**src/rtl/residual_encoder_pkg.sv**
```systemverilog
// Shared types and constants for the residual encoder stage.
package residual_encoder_pkg;

  localparam int NUM_PIXELS = 32;
  localparam int NUM_CH     = 4;
  localparam int CH_W       = 8;
  localparam int HDR1_NBITS = 27;

  typedef enum logic [2:0] {
    S_IDLE = 3'd0,
    S_CALC = 3'd1,
    S_HDR0 = 3'd2,
    S_HDR1 = 3'd3,
    S_PIX  = 3'd4
  } enc_state_e;

  typedef enum logic [1:0] {
    K_HDR0 = 2'd0,
    K_HDR1 = 2'd1,
    K_PIX  = 2'd2
  } enc_kind_e;

  typedef struct packed {
    logic [3:0] bits;
    logic       skip;
  } ch_cfg_t;

  // Channel order packs as {a,b,g,r}: channel 0 (r) sits in the low byte.
  typedef struct packed {
    logic [CH_W-1:0] a;
    logic [CH_W-1:0] b;
    logic [CH_W-1:0] g;
    logic [CH_W-1:0] r;
  } ch_vals_t;

  typedef ch_vals_t pixel_t;

  typedef struct packed {
    ch_vals_t   vals;
    logic [3:0] bits_required;
    logic       skip_a;
    logic       skip_b;
    logic       skip_g;
    logic       skip_r;
  } min_values_t;

  typedef struct packed {
    pixel_t [NUM_PIXELS-1:0] pixels;
    min_values_t             min_values;
    ch_vals_t                max_values;
    logic                    compressable;
  } header_residual_reg_t;

endpackage

```
**src/rtl/residual_encoder_channel_width_calc.sv**
```systemverilog
// Per-channel range, residual width, skip and inconsistency detection.
module channel_width_calc
  import residual_encoder_pkg::*;
(
  input  logic [CH_W-1:0] min_i,
  input  logic [CH_W-1:0] max_i,
  output logic [CH_W-1:0] range_o,
  output logic [3:0]      bits_o,
  output logic            skip_o,
  output logic            bad_o
);

  // Width is the position of the highest set bit of the range, plus one.
  always_comb begin
    range_o = max_i - min_i;
    bad_o   = (max_i < min_i);
    skip_o  = (range_o == '0);
    bits_o  = 4'd0;
    for (int b = 0; b < CH_W; b++) begin
      if (range_o[b]) bits_o = 4'(b + 1);
    end
  end

endmodule

```
**src/rtl/residual_encoder.sv**
```systemverilog
// Residual encoder: turns one header_residual_reg block into a two-beat
// header followed by one variable-width residual beat per pixel.
module residual_encoder
  import residual_encoder_pkg::*;
(
  input  logic                 clk,
  input  logic                 rst_n,
  input  logic                 in_valid,
  output logic                 in_ready,
  input  header_residual_reg_t hr_reg,
  output logic                 out_valid,
  input  logic                 out_ready,
  output logic [1:0]           out_kind,
  output logic [31:0]          out_data,
  output logic [5:0]           out_nbits,
  output logic                 out_last,
  output logic                 busy
);

  enc_state_e                     state_q, state_d;
  logic [4:0]                     pix_idx_q, pix_idx_d;
  header_residual_reg_t           blk_q;
  ch_cfg_t [NUM_CH-1:0]           cfg_q, cfg_d;
  logic                           comp_q, comp_d;
  logic [5:0]                     total_q, total_d;

  logic [NUM_CH-1:0][CH_W-1:0]    rng_w;
  logic [NUM_CH-1:0][3:0]         bits_w;
  logic [NUM_CH-1:0]              skip_w, bad_w;
  logic [31:0]                    mins_w, maxs_w, pix_w, pix_pack;
  logic                           unused_hdr;

  // Keep only the low n bits of a residual.
  function automatic logic [CH_W-1:0] trunc_bits(input logic [CH_W-1:0] v, input logic [3:0] n);
    logic [CH_W:0] m;
    m = (9'd1 << n) - 9'd1;
    return v & m[CH_W-1:0];
  endfunction

  assign mins_w = blk_q.min_values.vals;
  assign maxs_w = blk_q.max_values;
  assign pix_w  = blk_q.pixels[pix_idx_q];

  // Upstream width/skip hints are recomputed here, so they are deliberately dropped.
  assign unused_hdr = ^{blk_q.min_values.bits_required, blk_q.min_values.skip_a,
                        blk_q.min_values.skip_b, blk_q.min_values.skip_g,
                        blk_q.min_values.skip_r, rng_w};

  for (genvar c = 0; c < NUM_CH; c++) begin : g_ch
    channel_width_calc u_calc (
      .min_i   (mins_w[c*CH_W +: CH_W]),
      .max_i   (maxs_w[c*CH_W +: CH_W]),
      .range_o (rng_w[c]),
      .bits_o  (bits_w[c]),
      .skip_o  (skip_w[c]),
      .bad_o   (bad_w[c])
    );
  end

  // Block configuration: total width and mode, with raw mode forcing full-width channels.
  always_comb begin
    logic any_bad;
    any_bad = 1'b0;
    total_d = 6'd0;
    for (int c = 0; c < NUM_CH; c++) begin
      cfg_d[c].bits = bits_w[c];
      cfg_d[c].skip = skip_w[c];
      total_d       = total_d + {2'b00, bits_w[c]};
      any_bad       = any_bad | bad_w[c];
    end
    comp_d = blk_q.compressable && !any_bad && (total_d < 6'd32);
    if (!comp_d) begin
      for (int c = 0; c < NUM_CH; c++) begin
        cfg_d[c].bits = 4'd8;
        cfg_d[c].skip = 1'b0;
      end
      total_d = 6'd32;
    end
  end

  // Pack non-skipped residuals of the current pixel LSB-first in r,g,b,a order.
  always_comb begin
    logic [5:0]      pos;
    logic [CH_W-1:0] diff;
    pix_pack = '0;
    pos      = 6'd0;
    for (int c = 0; c < NUM_CH; c++) begin
      diff = pix_w[c*CH_W +: CH_W] - mins_w[c*CH_W +: CH_W];
      if (!cfg_q[c].skip) begin
        pix_pack = pix_pack | ({24'd0, trunc_bits(diff, cfg_q[c].bits)} << pos);
        pos      = pos + {2'b00, cfg_q[c].bits};
      end
    end
  end

  // Beat sequencing: a beat only advances on an accepted handshake.
  always_comb begin
    state_d   = state_q;
    pix_idx_d = pix_idx_q;
    case (state_q)
      S_IDLE: if (in_valid) state_d = S_CALC;
      S_CALC: state_d = S_HDR0;
      S_HDR0: if (out_ready) state_d = S_HDR1;
      S_HDR1: if (out_ready) begin
        state_d   = (total_q == 6'd0) ? S_IDLE : S_PIX;
        pix_idx_d = 5'd0;
      end
      S_PIX: if (out_ready) begin
        if (pix_idx_q == 5'(NUM_PIXELS - 1)) state_d = S_IDLE;
        else pix_idx_d = pix_idx_q + 5'd1;
      end
      default: state_d = S_IDLE;
    endcase
  end

  // Output beat is a pure function of state and registered block data, so it holds while stalled.
  always_comb begin
    out_valid = 1'b0;
    out_kind  = K_HDR0;
    out_data  = 32'd0;
    out_nbits = 6'd0;
    out_last  = 1'b0;
    case (state_q)
      S_HDR0: begin
        out_valid = 1'b1;
        out_data  = mins_w;
        out_nbits = 6'd32;
      end
      S_HDR1: begin
        out_valid = 1'b1;
        out_kind  = K_HDR1;
        out_data  = {5'd0, total_q, comp_q,
                     cfg_q[3].bits, cfg_q[2].bits, cfg_q[1].bits, cfg_q[0].bits,
                     cfg_q[3].skip, cfg_q[2].skip, cfg_q[1].skip, cfg_q[0].skip};
        out_nbits = 6'(HDR1_NBITS);
        out_last  = (total_q == 6'd0);
      end
      S_PIX: begin
        out_valid = 1'b1;
        out_kind  = K_PIX;
        out_data  = comp_q ? pix_pack : pix_w;
        out_nbits = total_q;
        out_last  = (pix_idx_q == 5'(NUM_PIXELS - 1));
      end
      default: ;
    endcase
  end

  assign in_ready = (state_q == S_IDLE);
  assign busy     = (state_q != S_IDLE);

  // Control state with asynchronous reset; a mid-block reset discards the block.
  always_ff @(posedge clk or negedge rst_n) begin
    if (!rst_n) begin
      state_q   <= S_IDLE;
      pix_idx_q <= 5'd0;
    end else begin
      state_q   <= state_d;
      pix_idx_q <= pix_idx_d;
    end
  end

  // Block data capture and per-block configuration registered during CALC.
  always_ff @(posedge clk) begin
    if (in_valid && in_ready) blk_q <= hr_reg;
    if (state_q == S_CALC) begin
      cfg_q   <= cfg_d;
      comp_q  <= comp_d;
      total_q <= total_d;
    end
  end

endmodule

```
**config.mk**
```make
export PLATFORM = sky130hd
export DESIGN_NAME = residual_encoder
export DESIGN_NICKNAME = d
export VERILOG_FILES = /design/src/rtl/residual_encoder_pkg.sv /design/src/rtl/residual_encoder_channel_width_calc.sv /design/src/rtl/residual_encoder.sv
export SDC_FILE = /design/constraint.sdc
export NUM_CORES = 1
export LEC_CHECK = 0
export CAP_MARGIN = 0
export CORE_AREA = 8 8 435 437
export DETAILED_ROUTE_END_ITERATION = 8
export DIE_AREA = 0 0 443 445
export DONT_BUFFER_PORTS = 1
export PLACE_DENSITY_LB_ADDON = 0.2
export RECOVER_POWER = 50
export SLEW_MARGIN = 20
export SYNTH_ARGS = -nofsm -noshare
export SYNTH_HDL_FRONTEND = slang
export SYNTH_SLANG_ARGS = --single-unit
export TNS_END_PERCENT = 1
```
**constraint.sdc**
```tcl
create_clock -name clk -period 34.9 [get_ports clk]
set_input_delay 6.98 -clock clk [delete_from_list [all_inputs] [get_ports clk]]
set_output_delay 6.98 -clock clk [all_outputs]
set_load 0.05 [all_outputs]
```
==> results.py, run 1 <==
metrics = {
    "timing": {
        "fin_setup_tns_ns": 0,
        "finalHoldViolations": 0,
        "drv_slew": 28,
        "worst_pin_slew_ns": 1.71,
        "period_needed_ns": 16.48,
        "grt_setup_unrepaired": "false",
        "fmax_mhz": 60.7,
        "period_share_pct": 47.2,
        "setup_violations": 0,
        "timing.slew.headroom_pct": -13.8,
        "fin_ws_ns": 18.42,
        "fin_skew_ns": 0.0296,
    },
    "global_route": {
        "grt_use_met3_pct": 5.61,
        "use_met1_pct": 21.6,
        "grt_use_total_pct": 18.7,
        "overflow": 0,
        "grt_util_met2_pct": 34.5,
        "busiest_layer": "met2",
        "antenna_found_initial": 226,
        "grt_max_degree": 154,
        "grt_pass1_wl_um": 254000,
        "grt_pass1_vias": 27900,
    },
    "synth": {
        "synth_enable_flop_cells": 1116,
        "yosys_warnings": 0,
        "syn-instance-count": 2754,
        "synth_mux_area_share_pct": 14.8,
        "synth_fa_ha_area_share_pct": 2.80,
        "ys_seq_area_share_pct": 68.7,
        "yosysTopAreaCell": "edfxtp_1",
        "synth_compound_area_share_pct": 5.85,
        "synth_top_family_by_area": "multiplexers",
        "syn_area_mm2": 0.0491,
        "synthSimpleGateAreaFrac_pct": 4.89,
        "syn_nets": 3954,
        "ys_types": 92,
        "synthTopCellsByArea": "edfxtp_1 (68%), mux4_2 (14%), ha_1 (2.1%), nand2_1 (1.2%), nor2_1 (0.90%)",
        "synth.avg_cell_area_um2": 17.8,
        "synth_xor_area_share_pct": 0.841,
        "async_flop_share_pct": 0.712,
        "synth_top_area_share_pct": 68.2,
        "ys_ff_latch": 1124,
        "synth_flop_cell": "edfxtp_1",
    },
    "clock_network": {
        "root_buffer": "clkbuf_16",
        "post_cts_buffers": 0,
        "cts.repair.resized": 0,
        "cts_buffers": 132,
        "cts_tree": "built",
        "clkTransAtPathRegs_ns": 0.06,
        "h-tree-depth": 4,
        "clk_latency_ns": 0.77,
        "max-clock-path-buffers": 3,
        "cts_hold_buf": 0,
        "clock-sinks": 1124,
    },
    "run": {
        "cap_violations": 1,
    },
    "critical_path": {
        "path_buf_inv": 6,
        "path_cells": "buf_4 -> buf_4 -> buf_12 -> buf_4 -> mux4_2 -> mux4_2 -> mux2i_1 -> buf_4 -> ha_1 -> inv_1 -> fa_1 -> a21oi_1 -> o21bai_1 -> xor2_1 -> a31oi_1 -> o21ai_0 -> a2bb2oi_1 -> o31ai_1 -> a221oi_1 -> a22oi_1",
        "path_max_fanout": 78,
        "critPathLaunchType": "register",
        "crit_path_max_incr_delay_ns": 1.04,
        "slowest_stage": "a22oi_1",
        "crit_required_ns": 27.92,
        "cpLargestDelayFamily": "compound AO/OA/AOI/OAI gates",
        "cp-end-kind": "primary output",
        "reg2reg_slack_ns": 27.02,
        "crit_top_cell": "buf_4",
        "critPathArrivalTime_ns": 9.50,
        "criticalPathCategory": "reg -> out",
    },
    "power": {
        "worst_ir_drop_vdd_mv": 0.0443,
        "p_leak_nw": 17.6,
        "p_per_area_mw_per_mm2": 90.8,
    },
    "placed_design": {
        "gp_congestion": 0.926,
        "io_buffer_count": 0,
        "hpwl_um": 152000,
        "place_ws_ns": 18.98,
    },
    "routing": {
        "first_iter_violations": 2884,
        "num_vias": 27700,
        "detail_route.wl_per_cell_um": 36.1,
        "drc": 0,
        "detail_route.vias_per_cell": 5.17,
        "dr.pass1.iters": 5,
        "ant_nets": 0,
        "drt-total-wl_um": 193000,
    },
    "layout": {
        "syn_to_final_growth_pct": 14.3,
        "fillCellCount": 17600,
        "drive_above_1_share_pct": 20.1,
        "fin_nets": 4011,
    },
    "run_status": {
        "violations": "max-capacitance violations, max-slew violations",
        "status": "complete, but fails checks",
    },
    "floorplanning": {
        "dieArea_mm2": 0.197,
        "die_w_um": 443,
        "ios": 1145,
        "rows": 157,
        "start_util_pct": 27.0,
        "die_h_um": 445,
        "core-area_mm2": 0.182,
    },
    "hold_path": {
        "hp-class": "reg -> reg",
    },
}
[synth_stat cells (18+ instances only)]
cell	count
a21oi_1	75
nand2_1	153
clkbuf_1	69
edfxtp_1	1116
buf_1	18
buf_2	25
nor3_1	51
nor2b_1	28
o21ai_0	70
a22oi_1	38
a21o_1	21
inv_1	88
nor2_1	118
mux4_2	302
fa_1	18
nand3_1	32
nand2b_1	26
mux2i_1	37
o21ai_1	20
xnor2_1	29
ha_1	81
[flip-flops by register name, indices dropped and copies added, names as in the netlist]
register   cells
cfg_q         20
pix_idx_q      5
total_q        6
blk_q       1089
state_q        3
comp_q         1
[layout make-up]
type / instances / area [um^2] / area share, %
inverters: 94 / 360 / 0.642
clock inverters: 68 / 628 / 1.12
repair buffers: 57 / 453 / 0.807
well taps: 2385 / 2980 / 5.32
clock buffers: 161 / 3430 / 6.12
flip-flops and latches: 1124 / 33700 / 60.1
diodes: 63 / 158 / 0.281
multi-input cells: 1402 / 14400 / 25.6
[per-stage QoR]
step	hold slack, ns	power (mW)	instances	instance area (um^2)	util [%]
final	0.545	5.10	5354	56100	30.8
after global routing	0.573	5.34	5316	56000	30.8
after floorplan	0.575	3.55	2754	49100	-
after detailed placement	0.560	3.81	5062	51900	28.5
after CTS	0.555	5.15	5291	56000	30.7
after global placement	0.557	3.81	5061	51900	28.5
[power breakdown]
| group | internal [mW] | switching (mW) | leakage, nW |
|---|---|---|---|
| combinational | 0.650 | 1.21 | 5.28 |
| sequential | 1.80 | 0.119 | 10.3 |
| clock | 0.743 | 0.569 | 1.97 |
| total | 3.20 | 1.90 | 17.6 |
[cell families (layout without fill, tap and decap cells)]
logic type / after synthesis / count (layout)
XOR/XNOR: 44 / 44
multiplexers: 348 / 348
other: 0 / 63
flip-flops: 1124 / 1124
adder cells (fa/ha/maj): 99 / 99
AND/OR/NAND/NOR: 499 / 499
buffers and inverters: 228 / 380
AO/OA/AOI/OAI: 412 / 412
[cell usage in the layout, fill, tap and decap left out, drive strengths merged, types with 14 or more instances in the layout]
cell type and count:
mux2i 37, nor3 52, nor2b 28, edfxtp 1116
nand3 32, nand2 153, inv 102, clkbuf 162
clkinv 53, fa 18, diode 63, buf 56
a211oi 18, xnor2 29, a221oi 14, nand2b 26
nor2 118, ha 81, a21o 21, mux4 302
a22oi 40, o21ai 91, o21a 16, a21oi 76
[path summary, 6_finish.rpt]
path / from / endpoint / cells after the start
max reg2reg: state_q[0] / blk_q[409] / 9
max in group asynchronous: rst_n / pix_idx_q[3] / 0
max: pix_idx_q[0] / out_data[12] / 20
min: state_q[2] / state_q[0] / 1
min reg2reg: state_q[2] / state_q[0] / 1
min in group asynchronous: rst_n / pix_idx_q[1] / 0
[metal layers]
layer,wire [um],up-vias
li1,-,11500
met1,71200,14100
met2,102000,1519
met3,14200,529
met4,5260,82
met5,529,-
[worst reg2reg max path, stage by stage, from the launching register on]
cell and delay, ns:
dfrtp_1 0.48, or3_1 0.69, inv_1 0.52, and2_4 0.79, buf_4 0.85, buf_4 0.76, buf_4 0.86, buf_4 0.84
buf_4 0.89, buf_6 0.79
(Power assumes the default switching activity.)
==> run 2, diff against run 1 <==
==> constraint.sdc (replaced) <==
create_clock -name clk -period 16.6 [get_ports clk]
set_input_delay 3.32 -clock clk [delete_from_list [all_inputs] [get_ports clk]]
set_output_delay 3.32 -clock clk [all_outputs]
set_load 0.05 [all_outputs]
==> results.py, run 2 (synthesized netlist as in run 1, its figures left out) <==
metrics = {
    "routing": {
        "num_vias": 27700,
        "drc": 0,
        "dr.pass1.iters": 5,
        "ant_nets": 0,
        "detail_route.vias_per_cell": 5.16,
        "drt-total-wl_um": 193000,
        "first_iter_violations": 2698,
        "detail_route.wl_per_cell_um": 35.9,
    },
    "power": {
        "p_per_area_mw_per_mm2": 192,
        "worst_ir_drop_vdd_mv": 0.0906,
        "p_leak_nw": 17.6,
    },
    "timing": {
        "fin_setup_tns_ns": 0,
        "fmax_mhz": 85.9,
        "period_share_pct": 70.1,
        "grt_setup_unrepaired": "false",
        "fin_ws_ns": 4.96,
        "drv_slew": 77,
        "worst_pin_slew_ns": 3.37,
        "timing.slew.headroom_pct": -125,
        "setup_violations": 0,
        "finalHoldViolations": 0,
        "period_needed_ns": 11.64,
        "fin_skew_ns": 0.0362,
    },
    "critical_path": {
        "path_cells": "buf_4 -> buf_4 -> mux4_2 -> mux4_2 -> nand2_1 -> nand2_1 -> ha_1 -> nand3b_1 -> a21oi_1 -> a21oi_1 -> xnor2_1 -> xor2_1 -> nand3_1 -> o31ai_1 -> a221oi_1 -> a22oi_1",
        "worstReg2RegStart": "state_q[0]",
        "critPathArrivalTime_ns": 8.32,
        "cp-end-kind": "primary output",
        "critPathLaunch": "pix_idx_q[0]",
        "worstRegToRegCells": 6,
        "critPathLaunchType": "register",
        "slowest_stage": "a22oi_1",
        "criticalPathCategory": "reg -> out",
        "crit_required_ns": 13.28,
        "path_max_fanout": 36,
        "crit_end": "out_data[12]",
        "reg2reg_slack_ns": 9.52,
        "crit_path_max_incr_delay_ns": 0.98,
        "r2r-end": "blk_q[473]",
    },
    "layout": {
        "layout_commonest_cell": "edfxtp_1",
        "reg_top3": "blk_q: 1089 flops, cfg_q: 20 flops, total_q: 6 flops",
        "mostFrequentLayoutCells": "edfxtp_1 (1116), mux4_2 (302), nand2_1 (153)",
        "drive_above_1_share_pct": 20.3,
        "syn_to_final_growth_pct": 14.7,
        "final_area_mm2": 0.0563,
        "largest_reg_flops": 1089,
        "top_register": "blk_q",
        "fin_nets": 4001,
    },
    "run": {
        "cap_violations": 2,
    },
    "clock_network": {
        "clkTransAtPathRegs_ns": 0.05,
        "clock-sinks": 1124,
        "cts_buffers": 131,
        "max-clock-path-buffers": 3,
        "clk_latency_ns": 0.77,
        "cts.repair.resized": 0,
        "root_buffer": "clkbuf_16",
        "cts_hold_buf": 0,
        "h-tree-depth": 4,
        "cts_tree": "built",
        "post_cts_buffers": 0,
    },
    "placed_design": {
        "io_buffer_count": 0,
        "dpl_cell_area_mm2": 0.0519,
        "place_ws_ns": 5.62,
        "hpwl_um": 150000,
        "gp_congestion": 0.910,
    },
    "floorplanning": {
        "die_h_um": 445,
        "dieArea_mm2": 0.197,
        "die_w_um": 443,
        "start_util_pct": 27.0,
        "ios": 1145,
        "core-area_mm2": 0.182,
        "rows": 157,
    },
    "global_route": {
        "antenna_found_initial": 244,
        "grt_pass1_wl_um": 252000,
        "overflow": 0,
        "grt_max_degree": 172,
        "grt_use_total_pct": 18.6,
        "grt_pass1_vias": 27900,
    },
    "hold_path": {
        "hp-class": "reg -> reg",
        "hp-start": "state_q[2]",
    },
    "run_status": {
        "violations": "max-capacitance violations, max-slew violations",
        "status": "complete, but fails checks",
    },
}
-- run 2: cell types whose count changed in the layout (fill, tap and decap cells not counted), sizes merged --
cell and change:
clkbuf +2, diode +10, clkinvlp +5, buf -9, clkinv -7, inv +2
bufinv +4
-- run 2: cell type report --
cell class	instances	area, um^2
fill	17700	126000
sequential	1124	33700
multi-input combinational	1402	14400
clock buffer	163	3460
tap	2385	2980
clock inverter	72	774
timing repair buffer	48	473
inverter	94	360
antenna	73	183
-- run 2: critical path, delay by kind of cell, from the launching register on --
kind	cells	cell delay (ns)
buffers and inverters	2	1.34
xor gates and xnor gates	2	0.53
muxes	2	1.24
and+or+nand+nor	4	0.78
adders and majority gates	1	0.41
AOI/OAI and AO/OA	5	2.36
DFF	1	0.80
-- run 2: worst min path at each step --
stage                  to  slack, ns  cells past startpoint
5_1_grt        state_q[0]       0.59                      1
3_3_place_gp   state_q[0]       0.55                      1
4_1_cts        state_q[0]       0.57                      1
3_5_place_dp   state_q[0]       0.56                      1
2_1_floorplan  state_q[0]       0.57                      2
6_report       state_q[0]       0.56                      1
-- run 2: per-stage QoR --
stage | instances | hold WS (ns) | utilization [%] | power, mW
after detailed placement | 5053 | 0.564 | 28.5 | 8.00
after floorplan | 2754 | 0.575 | - | 6.88
after global routing | 5307 | 0.587 | 30.9 | 11.3
after global placement | 5053 | 0.553 | 28.5 | 8.01
after CTS | 5288 | 0.570 | 30.8 | 10.9
final | 5361 | 0.559 | 30.9 | 10.8
-- run 2: metal layers --
layer | track usage [%] | vias to the layer above | wire, um
met5 | 0 | - | 575
met4 | 5.54 | 88 | 6470
met3 | 6.12 | 514 | 15000
met2 | 33.4 | 1398 | 100000
met1 | 21.2 | 14200 | 70400
li1 | - | 11500 | -
-- run 2: power by group --
part | internal [mW] | switching [mW]
Combinational | 1.37 | 2.51
Sequential | 3.80 | 0.256
Clock | 1.64 | 1.22
